## src/rtl/sh2_bus_arbiter_pkg.sv

```systemverilog
// Shared definitions for the dual SH-2 external bus arbiter:
// arbiter state encoding, owner encoding and an owner decode helper.
package sh2_bus_arbiter_pkg;

  typedef enum logic [1:0] {
    IDLE  = 2'd0,
    OWN_M = 2'd1,
    OWN_S = 2'd2,
    GAP   = 2'd3
  } ArbState_t;

  localparam logic [1:0] ARB_NONE = 2'b00;
  localparam logic [1:0] ARB_M    = 2'b01;
  localparam logic [1:0] ARB_S    = 2'b10;

  // Map an arbiter state onto the externally visible owner code.
  function automatic logic [1:0] owner_of(input ArbState_t st);
    logic [1:0] own;
    case (st)
      OWN_M:   own = ARB_M;
      OWN_S:   own = ARB_S;
      default: own = ARB_NONE;
    endcase
    return own;
  endfunction

endpackage

```

## src/rtl/sh2_bus_arbiter.sv

```systemverilog
// Two-requester round-robin arbiter for the shared SH-2 external bus.
// Locked (TAS) sequences hold the bus, every hand-over inserts a
// TURN_CYC-cycle turnaround gap, and all outputs are registered.
// Optional feature macro: SH_ARB_TENURE_EN -- compiles in a tenure
// counter that preempts an unlocked owner at its MAX_TEN-th END while
// the other requester waits.
module sh2_bus_arbiter
  import sh2_bus_arbiter_pkg::*;
#(
  parameter int unsigned TURN_CYC = 1,
  parameter int unsigned MAX_TEN  = 16
) (
  input  logic       CLK,
  input  logic       RST_N,
  input  logic       CE_R,
  input  logic       M_REQ,
  input  logic       M_LOCK,
  input  logic       M_END,
  output logic       M_GNT,
  input  logic       S_REQ,
  input  logic       S_LOCK,
  input  logic       S_END,
  output logic       S_GNT,
  output logic [1:0] OWNER,
  output logic       TURN
);

  // Gap counter value on which the gap ends (counts 0..TURN_CYC-1).
  localparam logic [2:0] GAP_LAST = 3'(TURN_CYC - 1);

  ArbState_t  r_state;
  ArbState_t  w_state_nxt;
  logic       r_last_s;      // 1: slave was the last owner, 0: master
  logic       w_last_s_nxt;
  logic [2:0] r_gap_cnt;
  logic [2:0] w_gap_cnt_nxt;
  logic       r_m_gnt;
  logic       r_s_gnt;
  logic [1:0] r_owner;
  logic       r_turn;
  logic       w_preempt_m;
  logic       w_preempt_s;
  logic       w_rel_m;
  logic       w_rel_s;

`ifdef SH_ARB_TENURE_EN
  localparam logic [8:0] TEN_LIM = 9'(MAX_TEN);

  logic [7:0] r_ten_cnt;
  logic [7:0] w_ten_cnt_nxt;
  logic [8:0] w_ten_inc;

  // The END being evaluated counts toward the tenure, so compare count+1.
  assign w_ten_inc   = {1'b0, r_ten_cnt} + 9'd1;
  assign w_preempt_m = M_END && S_REQ && (w_ten_inc >= TEN_LIM);
  assign w_preempt_s = S_END && M_REQ && (w_ten_inc >= TEN_LIM);
`else
  // Without tenure limiting the END strobes and MAX_TEN have no effect.
  logic w_unused_cfg;
  assign w_unused_cfg = ^{M_END, S_END, 8'(MAX_TEN)};
  assign w_preempt_m  = 1'b0;
  assign w_preempt_s  = 1'b0;
`endif

  // Release priority: dropped REQ always releases, LOCK holds, then preemption.
  assign w_rel_m = !M_REQ || (!M_LOCK && w_preempt_m);
  assign w_rel_s = !S_REQ || (!S_LOCK && w_preempt_s);

  // Next-state, last-owner and counter logic.
  always_comb begin
    w_state_nxt   = r_state;
    w_last_s_nxt  = r_last_s;
    w_gap_cnt_nxt = r_gap_cnt;
`ifdef SH_ARB_TENURE_EN
    w_ten_cnt_nxt = r_ten_cnt;
`endif
    case (r_state)
      IDLE: begin
        if (M_REQ && S_REQ) begin
          w_state_nxt = r_last_s ? OWN_M : OWN_S;
        end else if (M_REQ) begin
          w_state_nxt = OWN_M;
        end else if (S_REQ) begin
          w_state_nxt = OWN_S;
        end else begin
          w_state_nxt = IDLE;
        end
`ifdef SH_ARB_TENURE_EN
        w_ten_cnt_nxt = 8'd0;
`endif
      end
      OWN_M: begin
        if (w_rel_m) begin
          w_state_nxt   = GAP;
          w_last_s_nxt  = 1'b0;
          w_gap_cnt_nxt = 3'd0;
        end else begin
          w_state_nxt = OWN_M;
`ifdef SH_ARB_TENURE_EN
          if (M_END && (r_ten_cnt != 8'hFF)) begin
            w_ten_cnt_nxt = r_ten_cnt + 8'd1;
          end else begin
            w_ten_cnt_nxt = r_ten_cnt;
          end
`endif
        end
      end
      OWN_S: begin
        if (w_rel_s) begin
          w_state_nxt   = GAP;
          w_last_s_nxt  = 1'b1;
          w_gap_cnt_nxt = 3'd0;
        end else begin
          w_state_nxt = OWN_S;
`ifdef SH_ARB_TENURE_EN
          if (S_END && (r_ten_cnt != 8'hFF)) begin
            w_ten_cnt_nxt = r_ten_cnt + 8'd1;
          end else begin
            w_ten_cnt_nxt = r_ten_cnt;
          end
`endif
        end
      end
      GAP: begin
        if (r_gap_cnt == GAP_LAST) begin
          // The other requester has priority; the previous owner may re-take.
          if (r_last_s ? M_REQ : S_REQ) begin
            w_state_nxt = r_last_s ? OWN_M : OWN_S;
          end else if (r_last_s ? S_REQ : M_REQ) begin
            w_state_nxt = r_last_s ? OWN_S : OWN_M;
          end else begin
            w_state_nxt = IDLE;
          end
`ifdef SH_ARB_TENURE_EN
          w_ten_cnt_nxt = 8'd0;
`endif
        end else begin
          w_gap_cnt_nxt = r_gap_cnt + 3'd1;
        end
      end
      default: begin
        w_state_nxt = IDLE;
      end
    endcase
  end

  // State, counters and registered outputs; reset wins over CE_R.
  always_ff @(posedge CLK) begin
    if (!RST_N) begin
      r_state   <= IDLE;
      r_last_s  <= 1'b1;
      r_gap_cnt <= 3'd0;
      r_m_gnt   <= 1'b0;
      r_s_gnt   <= 1'b0;
      r_owner   <= ARB_NONE;
      r_turn    <= 1'b0;
`ifdef SH_ARB_TENURE_EN
      r_ten_cnt <= 8'd0;
`endif
    end else if (CE_R) begin
      r_state   <= w_state_nxt;
      r_last_s  <= w_last_s_nxt;
      r_gap_cnt <= w_gap_cnt_nxt;
      r_m_gnt   <= (w_state_nxt == OWN_M);
      r_s_gnt   <= (w_state_nxt == OWN_S);
      r_owner   <= owner_of(w_state_nxt);
      r_turn    <= (w_state_nxt == GAP);
`ifdef SH_ARB_TENURE_EN
      r_ten_cnt <= w_ten_cnt_nxt;
`endif
    end
  end

  assign M_GNT = r_m_gnt;
  assign S_GNT = r_s_gnt;
  assign OWNER = r_owner;
  assign TURN  = r_turn;

endmodule

```

## config.mk

```make
export PLATFORM = sky130hd
export DESIGN_NAME = sh2_bus_arbiter
export DESIGN_NICKNAME = d
export VERILOG_FILES = /design/src/rtl/sh2_bus_arbiter_pkg.sv /design/src/rtl/sh2_bus_arbiter.sv
export SDC_FILE = /design/constraint.sdc
export NUM_CORES = 1
export LEC_CHECK = 0
export ABC_AREA = 1
export BUFFER_PORTS_ARGS = -buffer_cell sky130_fd_sc_hd__buf_2
export CAP_MARGIN = 20
export CORE_MARGIN = 1.5
export CORE_UTILIZATION = 35
export DETAILED_ROUTE_END_ITERATION = 8
export MAX_ROUTING_LAYER = met4
export PLACE_DENSITY = 0.64
export SYNTH_ARGS = -nofsm -noshare
export SYNTH_HDL_FRONTEND = slang
export SYNTH_SLANG_ARGS = --single-unit
```

## constraint.sdc

```tcl
create_clock -name CLK -period 3.6 [get_ports CLK]
set_clock_uncertainty 0.2 [all_clocks]
set_input_delay 0.54 -clock CLK [delete_from_list [all_inputs] [get_ports CLK]]
set_output_delay 0.54 -clock CLK [all_outputs]
set_load 0.02 [all_outputs]
```

==> impl_metrics.ini <==
[outcome]
status = complete, no violations

[sta]
maxSlewViolCount = 0
whs_ps = 269
setup-tns-final_ps = 0
finalSetupViolCount = 0
period_needed_ps = 1510
min_period_over_period_pct = 42.1
rsz0062_at_grt = no
slew_headroom_pct = 77.4
max_freq_mhz = 660
hold_violations = 0
tightest_slew_ps = 338

[worst_setup_path]
setup.worst_path.end_class = output port
worstSetupPathType = flip-flop to output port
slowest_delay_ps = 340
cp_cell_sequence = buf_2
crit_required_ps = 2860
cp_num_cells = 1
cp.buffers_inverters = 1
reg2reg_depth = 9
path_delay_family = flip-flops
crit_fanout = 3
cp-start-kind = flip-flop
cp.arrival_ps = 770
critPathSlowestCell = dfxtp_1

[global_routing]
antenna_found_initial = 0
grt_overflow_total = 0
grt_pass1_vias = 418
grt_max_degree = 11
grt_first_pass_wirelength_mm = 1.75
grt_use_total_pct = 14.0

[power]
power.density_mw_per_mm2 = 392
p_leak_nw = 0.314
power.total_uw = 233
peakVddDrop_mv = 0.201

[layout]
nets = 100
drive_above_1_share_pct = 26.1
finalNonFillerCells = 103
area_growth_pct = 14.8
antenna_cells = 0
layout_common_cells = nand2_1 (18), dfxtp_1 (9), inv_1 (9), a21oi_1 (9), buf_2 (9)
final_common_cell = nand2_1

[drt]
drc = 0
drt-initial-drc-count = 7
drt_wl_total_microns = 994
ant_nets = 0
dr.pass1.iters = 4
via_count = 460
routedWlPerCell_microns = 9.65
via_per_inst = 4.47

[synthesis]
synth-async-reset-ratio_pct = 0
synth_top_area_share_pct = 34.9
synthesis.area_sq_um = 517
synth-seq-cells = 9
netlist.top_cell.by_area = dfxtp_1
ys_types = 18
syn_area_per_cell_sq_um = 6.71
syn_inst = 77
ys_warn_count = 0
synthTopCellsByArea = dfxtp_1 (35%), nand2_1 (13%), a21oi_1 (8.7%)
syn_nets = 88
seq_area_frac_synth_pct = 34.9
ys.flop_type = dfxtp_1
synth-edff-count = 0

[placed_design]
gp_congestion = 0.778
placed_cells = 99
io_buffer_count = 9
place_hpwl_microns = 745

[cts]
cts_setup_buffers = 0
cts_buffer_depth = 2
cts_htree_levels = 1
insertion_delay_ps = 260
clk_pin_slew_ps = 70
cts_sinks = 9
cts_buffers = 3
postCtsResizedCells = 0
ctsHoldBuffers = 0
cts_tree = built
root_buffer = clkbuf_4

[hold_path]
whs_path_depth = 2
hold_class = flip-flop to flip-flop

[run]
cap_violations = 0

[floorplanning]
die_area_sq_mm = 0.00172
start_util_pct = 38.7
die_h_microns = 41.4
rows = 13
core_area_sq_mm = 0.00133
die_w_microns = 41.4
ios = 14
[logic make-up (layout without fill, tap and decap cells)]
group	count (synthesis)	count (layout)	synth area share, %
XOR/XNOR	1	1	1.70
AND/OR/NAND/NOR	39	39	35.8
buffers and inverters	16	27	13.1
flip-flops	9	9	34.9
AO/OA/AOI/OAI	10	10	9.68
adder cells (fa/ha/maj)	2	2	4.84
[report_power, final]
part | switching [mW] | internal [mW]
logic | 0.0288 | 0.0147
clock network | 0.0392 | 0.0411
registers | 0.00453 | 0.104
[final cells by class]
type                    count  area, sq um
inverters                  14         52.6
clock buffers               3         22.5
clock inverters             1         5.00
well taps                  15         18.8
multi-input cells          52          269
flip-flops and latches      9          180
fillers                   147          741
repair buffers              9         45.0
[final timing paths]
check                                          startpoint            endpoint  slack, ps
worst max-delay path                OWNER[0]$_SDFFE_PN0P_               M_GNT       2090
worst min-delay path                    TURN$_SDFFE_PN0P_   TURN$_SDFFE_PN0P_        270
worst max register to register  r_gap_cnt[0]$_SDFFE_PN0P_  S_GNT$_SDFFE_PN0P_       2090
worst min register to register          TURN$_SDFFE_PN0P_   TURN$_SDFFE_PN0P_        270
[registers in the layout, summed over array words and instances (netlist names)]
signal	flops
r_gap_cnt	3
r_state	2
OWNER	1
S_GNT	1
TURN	1
r_last_s	1
[tightest hold or removal path, cell delays in order (launching register included)]
cell     delay [ps]
dfxtp_1         310
nand2_1          60
a21oi_1          60
[layer usage]
metal  up-vias  track usage [%]  wire (microns)
li1        261                -               -
met1       188             17.8             511
met2         9             19.1             423
met3         2             6.52              52
met4         0             5.81               6
met5         -                -               0
[cells in the mapped netlist (2+ instances only)]
cell type / count
nand2_1: 18
a21oi_1: 9
dfxtp_1: 9
inv_1: 9
nor2_1: 8
inv_2: 4
nand3_1: 4
nand2_2: 3
buf_4: 2
ha_1: 2
nor3_1: 2
[per-stage QoR]
| stage | utilization, % | worst slack, ps | area, sq um |
|---|---|---|---|
| final | 44.5 | 2090 | 593 |
| after global routing | 44.5 | 1940 | 593 |
| after CTS | 44.5 | 2070 | 593 |
| after detailed placement | 42.4 | 1960 | 566 |
| after global placement | 42.4 | 1950 | 566 |
| after floorplan | - | 2150 | 517 |
Power figures use the tool's default switching activity.
